<file path="src/rtl/cpu_pkg.sv">
// cpu_pkg: shared sequencer state encoding, PC mux select codes and default PC width
package cpu_pkg;
  localparam int PC_W_DEF = 10;
  typedef enum logic [1:0] {IDLE, FETCH, EXEC, HALTED} state_e;
  typedef enum logic [1:0] {SEL_INC = 2'd0, SEL_BR = 2'd1, SEL_JMP = 2'd2, SEL_HOLD = 2'd3} sel_e;
endpackage

</file>
<file path="src/rtl/pc_next_logic.sv">
// pc_next_logic: combinational next-PC selection, priority halt > jump > branch > PC+1
// Ports: pc_i current PC; retire_i instruction retires this cycle; halt_i/jump_i/branch_i
// redirect requests with jump_target_i/branch_target_i; next_pc_o candidate PC; pc_sel_o mux code.
module pc_next_logic
  import cpu_pkg::*;
#(
  parameter int PC_W = PC_W_DEF
) (
  input  logic [PC_W-1:0] pc_i,
  input  logic            retire_i,
  input  logic            halt_i,
  input  logic            jump_i,
  input  logic [PC_W-1:0] jump_target_i,
  input  logic            branch_i,
  input  logic [PC_W-1:0] branch_target_i,
  output logic [PC_W-1:0] next_pc_o,
  output logic [1:0]      pc_sel_o
);
  sel_e sel;
  always_comb begin
    sel = (!retire_i || halt_i) ? SEL_HOLD : jump_i ? SEL_JMP : branch_i ? SEL_BR : SEL_INC;
    next_pc_o = sel == SEL_INC ? pc_i + 1'b1 :
                sel == SEL_BR  ? branch_target_i :
                sel == SEL_JMP ? jump_target_i : pc_i;
    pc_sel_o = sel;
  end
endmodule

</file>
<file path="src/rtl/pc_sequencer.sv">
// pc_sequencer: fetch/execute FSM owning the PC, the imem handshake and a saturating retire counter
// Ports: clk, reset (async active-low); start, imem_ack, exec_done, stall, branch_taken/branch_target,
// jump/jump_target, halt from control; pc, next_pc, pc_sel, imem_req, imem_addr, instr_valid,
// halted, retired to the datapath and instruction memory.
module pc_sequencer
  import cpu_pkg::*;
#(
  parameter int          PC_W      = PC_W_DEF,
  parameter int unsigned RESET_VEC = 0,
  parameter int          CNT_W     = 16
) (
  input  logic             clk,
  input  logic             reset,
  input  logic             start,
  input  logic             imem_ack,
  input  logic             exec_done,
  input  logic             stall,
  input  logic             branch_taken,
  input  logic [PC_W-1:0]  branch_target,
  input  logic             jump,
  input  logic [PC_W-1:0]  jump_target,
  input  logic             halt,
  output logic [PC_W-1:0]  pc,
  output logic [PC_W-1:0]  next_pc,
  output logic [1:0]       pc_sel,
  output logic             imem_req,
  output logic [PC_W-1:0]  imem_addr,
  output logic             instr_valid,
  output logic             halted,
  output logic [CNT_W-1:0] retired
);
  state_e           state_q, state_d;
  logic [PC_W-1:0]  pc_q;
  logic [CNT_W-1:0] cnt_q, cnt_d;
  logic             valid_q, retire;
  assign retire = state_q == EXEC && exec_done && !stall;
  pc_next_logic #(.PC_W(PC_W)) u_next (
    .pc_i(pc_q), .retire_i(retire), .halt_i(halt),
    .jump_i(jump), .jump_target_i(jump_target),
    .branch_i(branch_taken), .branch_target_i(branch_target),
    .next_pc_o(next_pc), .pc_sel_o(pc_sel)
  );
  always_comb begin
    state_d = state_q == IDLE  ? (start ? FETCH : IDLE) :
              state_q == FETCH ? (imem_ack ? EXEC : FETCH) :
              state_q == EXEC  ? (retire ? (halt ? HALTED : FETCH) : EXEC) : HALTED;
    cnt_d = cnt_q + {{(CNT_W-1){1'b0}}, retire && !(&cnt_q)};
  end
  always_ff @(posedge clk or negedge reset) begin
    if (!reset) begin
      state_q <= IDLE;
      pc_q    <= PC_W'(RESET_VEC);
      cnt_q   <= '0;
      valid_q <= 1'b0;
    end else begin
      state_q <= state_d;
      pc_q    <= next_pc;
      cnt_q   <= cnt_d;
      valid_q <= state_q == FETCH && imem_ack;
    end
  end
  assign pc          = pc_q;
  assign imem_addr   = pc_q;
  assign imem_req    = state_q == FETCH;
  assign halted      = state_q == HALTED;
  assign instr_valid = valid_q;
  assign retired     = cnt_q;
endmodule

</file>
<file path="config.mk">
export PLATFORM = sky130hd
export DESIGN_NAME = pc_sequencer
export DESIGN_NICKNAME = d
export VERILOG_FILES = /design/src/rtl/cpu_pkg.sv /design/src/rtl/pc_next_logic.sv /design/src/rtl/pc_sequencer.sv
export SDC_FILE = /design/constraint.sdc
export NUM_CORES = 1
export LEC_CHECK = 0
export ABC_CLOCK_PERIOD_IN_PS = 2200
export BUFFER_PORTS_ARGS = -buffer_cell sky130_fd_sc_hd__buf_2
export CORE_UTILIZATION = 40
export CTS_BUF_LIST = sky130_fd_sc_hd__clkbuf_4 sky130_fd_sc_hd__clkbuf_8
export CTS_CLUSTER_DIAMETER = 60
export DETAILED_ROUTE_END_ITERATION = 7
export HOLD_SLACK_MARGIN = 0.12
export PLACE_DENSITY_LB_ADDON = 0.2
export SYNTH_ARGS = -nofsm -noshare
export SYNTH_HDL_FRONTEND = slang
export SYNTH_SLANG_ARGS = --single-unit
</file>
<file path="constraint.sdc">
create_clock -name clk -period 2.2 [get_ports clk]
set_input_delay 0.44 -clock clk [delete_from_list [all_inputs] [get_ports clk]]
set_output_delay 0.44 -clock clk [all_outputs]
set_load 0.01 [all_outputs]
</file>
==> impl_metrics.json <==
{
  "grt-busiest-layer": "met2",
  "antenna_found_initial": 0,
  "utilization_pct": 62.4,
  "slowest_delay_ns": 0.39,
  "cts_max_level": 2,
  "grtUsageMet1_pct": 25.3,
  "gp_congestion": 0.751,
  "n_fill_cell": 333,
  "finalCritPeriodShare_pct": 98.5,
  "min_period_ns": 2.17,
  "layout_common_cells": "buf_2 (79), dfrtp_1 (28), buf_4 (23), xnor2_1 (13), nor2_1 (12)",
  "ios": 80,
  "syn2layout_area_growth_pct": 46.4,
  "critPathLaunchType": "register",
  "ant_nets": 0,
  "die_h_um": 65.4,
  "cts_buffer_depth": 2,
  "port_buffers": 79,
  "syn_avg_cell_area_um2": 9.74,
  "drtIter0Drc": 85,
  "grt_pass1_wl_mm": 6.86,
  "gr-usage-met3_pct": 6.08,
  "die_area_mm2": 0.00428,
  "syn_area_mm2": 0.00161,
  "clkSlewWorstSetupHoldPaths_ns": 0.07,
  "grt_util_met2_pct": 36.9,
  "drtPass1Iterations": 4,
  "syn-num-nets": 198,
  "syn_inst": 165,
  "die_w_um": 65.4,
  "slew_viol_final": 0,
  "core_mm2": 0.00377,
  "start_util_pct": 42.6,
  "place_area_mm2": 0.00208,
  "crit_start": "imem_addr[1]$_DFF_PN0_",
  "route.vias.total": 1629,
  "max_freq_ghz": 0.461,
  "final_hold_viol_count": 0,
  "holdBufCountCts": 0,
  "cts_tree": "yes",
  "grt.total_usage_pct": 21.3,
  "ys.warnings.count": 0,
  "final_area_mm2": 0.00235,
  "maxCapViolations": 0,
  "slowest_stage": "dfrtp_1",
  "cp_max_fo": 3,
  "power_density_mw_per_mm2": 983,
  "clk_latency_ns": 0.28,
  "holdWs_ns": 0.179,
  "p_leak_nw": 1.19,
  "crit_chain": "ha_4 > and3_4 > nand3_4 > o31a_1 > o22ai_2 > buf_2",
  "grt-ovfl-total": 0,
  "cts_buffers": 5,
  "final_nets": 292,
  "fin_skew_ns": 0.00795,
  "cts-root-buf": "clkbuf_8",
  "route.detailed.drc": 0,
  "rsz0062_at_grt": "true",
  "post_drt_via_cell_ratio": 5.29,
  "ys_seq_area_share_pct": 45.1,
  "wl_mm": 4.23,
  "relSlewSlack_pct": 56.3,
  "total_power_mw": 2.31,
  "grt_max_degree": 30,
  "rows": 22,
  "timing.rr.start": "retired[10]$_DFF_PN0_",
  "synth_cell_types": 38,
  "criticalPathCategory": "register to primary output",
  "hold_class": "primary input to asynchronous set/reset pin",
  "crit_path_end_kind": "primary output",
  "status": "finished, final reports clean",
  "finalSetupViolations": 0,
  "vdd_drop_max_v": 0.000385,
  "wl_per_cell_um": 13.7,
  "synth_seq_cells": 29,
  "layout_commonest_cell": "buf_2",
  "drive_gt1_share_pct": 50.4,
  "clock-sinks": 29,
  "cp_data_required_time_ns": 1.76,
  "grt_pass1_vias": 1508,
  "arrival_ns": 1.73,
  "dp_hpwl_mm": 3.07,
  "worst_pin_slew_ns": 0.656,
  "antenna_cells": 0
}
-- flip-flops by register name, indices dropped and copies added (netlist names) --
name and flops:
imem_addr 10, instr_valid 1, retired 16, state_q 2
-- what timing repair did --
action                     CTS  global route
pin swaps                    4             9
gates resized for setup     12            19
setup buffers                4             3
setup endpoints to repair    7             8
-- cell families after synthesis --
kind of cell,count (synthesis),share of synthesized area [%]
simple gates,62,20.2
fa+ha+maj,4,3.11
mux,2,1.25
flops,29,45.1
compound gates,35,14.7
xor+xnor,14,7.63
buf+inv,19,7.94
-- stage by stage --
stage / worst slack, ns / std cells / TNS, ns
floorplan: 0.115 / 165 / 0
global placement: 0.0710 / 293 / 0
detailed placement: 0.0375 / 293 / 0
CTS: -0.00545 / 305 / -0.0103
global route: -0.0566 / 308 / -0.250
finish: 0.0319 / 308 / 0
-- final timing paths --
path	endpoint	cells after the start	slack (ns)
setup / recovery	next_pc[6]	6	0.03
hold / removal	imem_addr[3]$_DFF_PN0_	1	0.18
setup reg to reg	retired[11]$_DFF_PN0_	9	0.18
hold reg to reg	retired[14]$_DFF_PN0_	1	0.49
max in group asynchronous	imem_addr[4]$_DFF_PN0_	1	1.56
min in group clk	instr_valid$_DFF_PN0_	2	0.44
-- layer usage --
| metal | routed length, µm | up-vias | share of wire (%) |
|---|---|---|---|
| li1 | - | 782 | - |
| met1 | 1790 | 781 | 42 |
| met2 | 2100 | 59 | 50 |
| met3 | 272 | 7 | 6.4 |
| met4 | 62 | 0 | 1.5 |
| met5 | 0 | - | 0 |
-- where the power goes --
group          switching, mW  internal [mW]
Sequential             0.178          0.664
Combinational          0.511          0.474
Clock                  0.205          0.282
Total                  0.893           1.42
-- layout make-up --
cell class | count | area, µm² | area share [%]
multi-input cells | 117 | 867 | 36.8
flip-flops and latches | 29 | 727 | 30.9
well taps | 48 | 60.1 | 2.55
clock buffers | 7 | 96.3 | 4.09
clock inverters | 1 | 5.00 | 0.213
repair buffers | 104 | 591 | 25.1
inverters | 2 | 7.51 | 0.319
-- cell usage after synthesis (all sizes together) --
cell type  count  area share, %
o31a           1           0.54
nand2         11            2.6
dfrtp         29             45
nor4           1           0.39
o31ai          1           0.47
nand3         10            3.1
o22ai          1           0.39
o41a           1           0.70
nor3           4            1.2
and4           3            1.6
or3            2           0.78
a22oi          2           0.93
xnor2         13            7.1
o2bb2ai        2            1.1
nor2          12            2.8
inv            2           0.47
mux2i          2            1.2
and2           3            1.2
a21o           1           0.47
nand4bb        1           0.70
or2            2           0.78
ha             4            3.1
a222oi         3            1.9
nand4          4            1.6
a221oi         3            1.6
a31oi          2           0.78
nor2b          4            1.6
clkbuf         2           0.47
and3           5            1.9
xor2           1           0.54
buf           15            7.0
a21oi          3           0.93
o21ai         14            4.4
a311oi         1           0.54
-- critical path: cells and delay by family, from the launching register on --
| family | cells | cell delay (ns) |
|---|---|---|
| compound gates | 2 | 0.44 |
| flops | 1 | 0.39 |
| simple gates | 2 | 0.29 |
| fa+ha+maj | 1 | 0.16 |
| buf+inv | 1 | 0.16 |
Power figures use the tool's default switching activity.
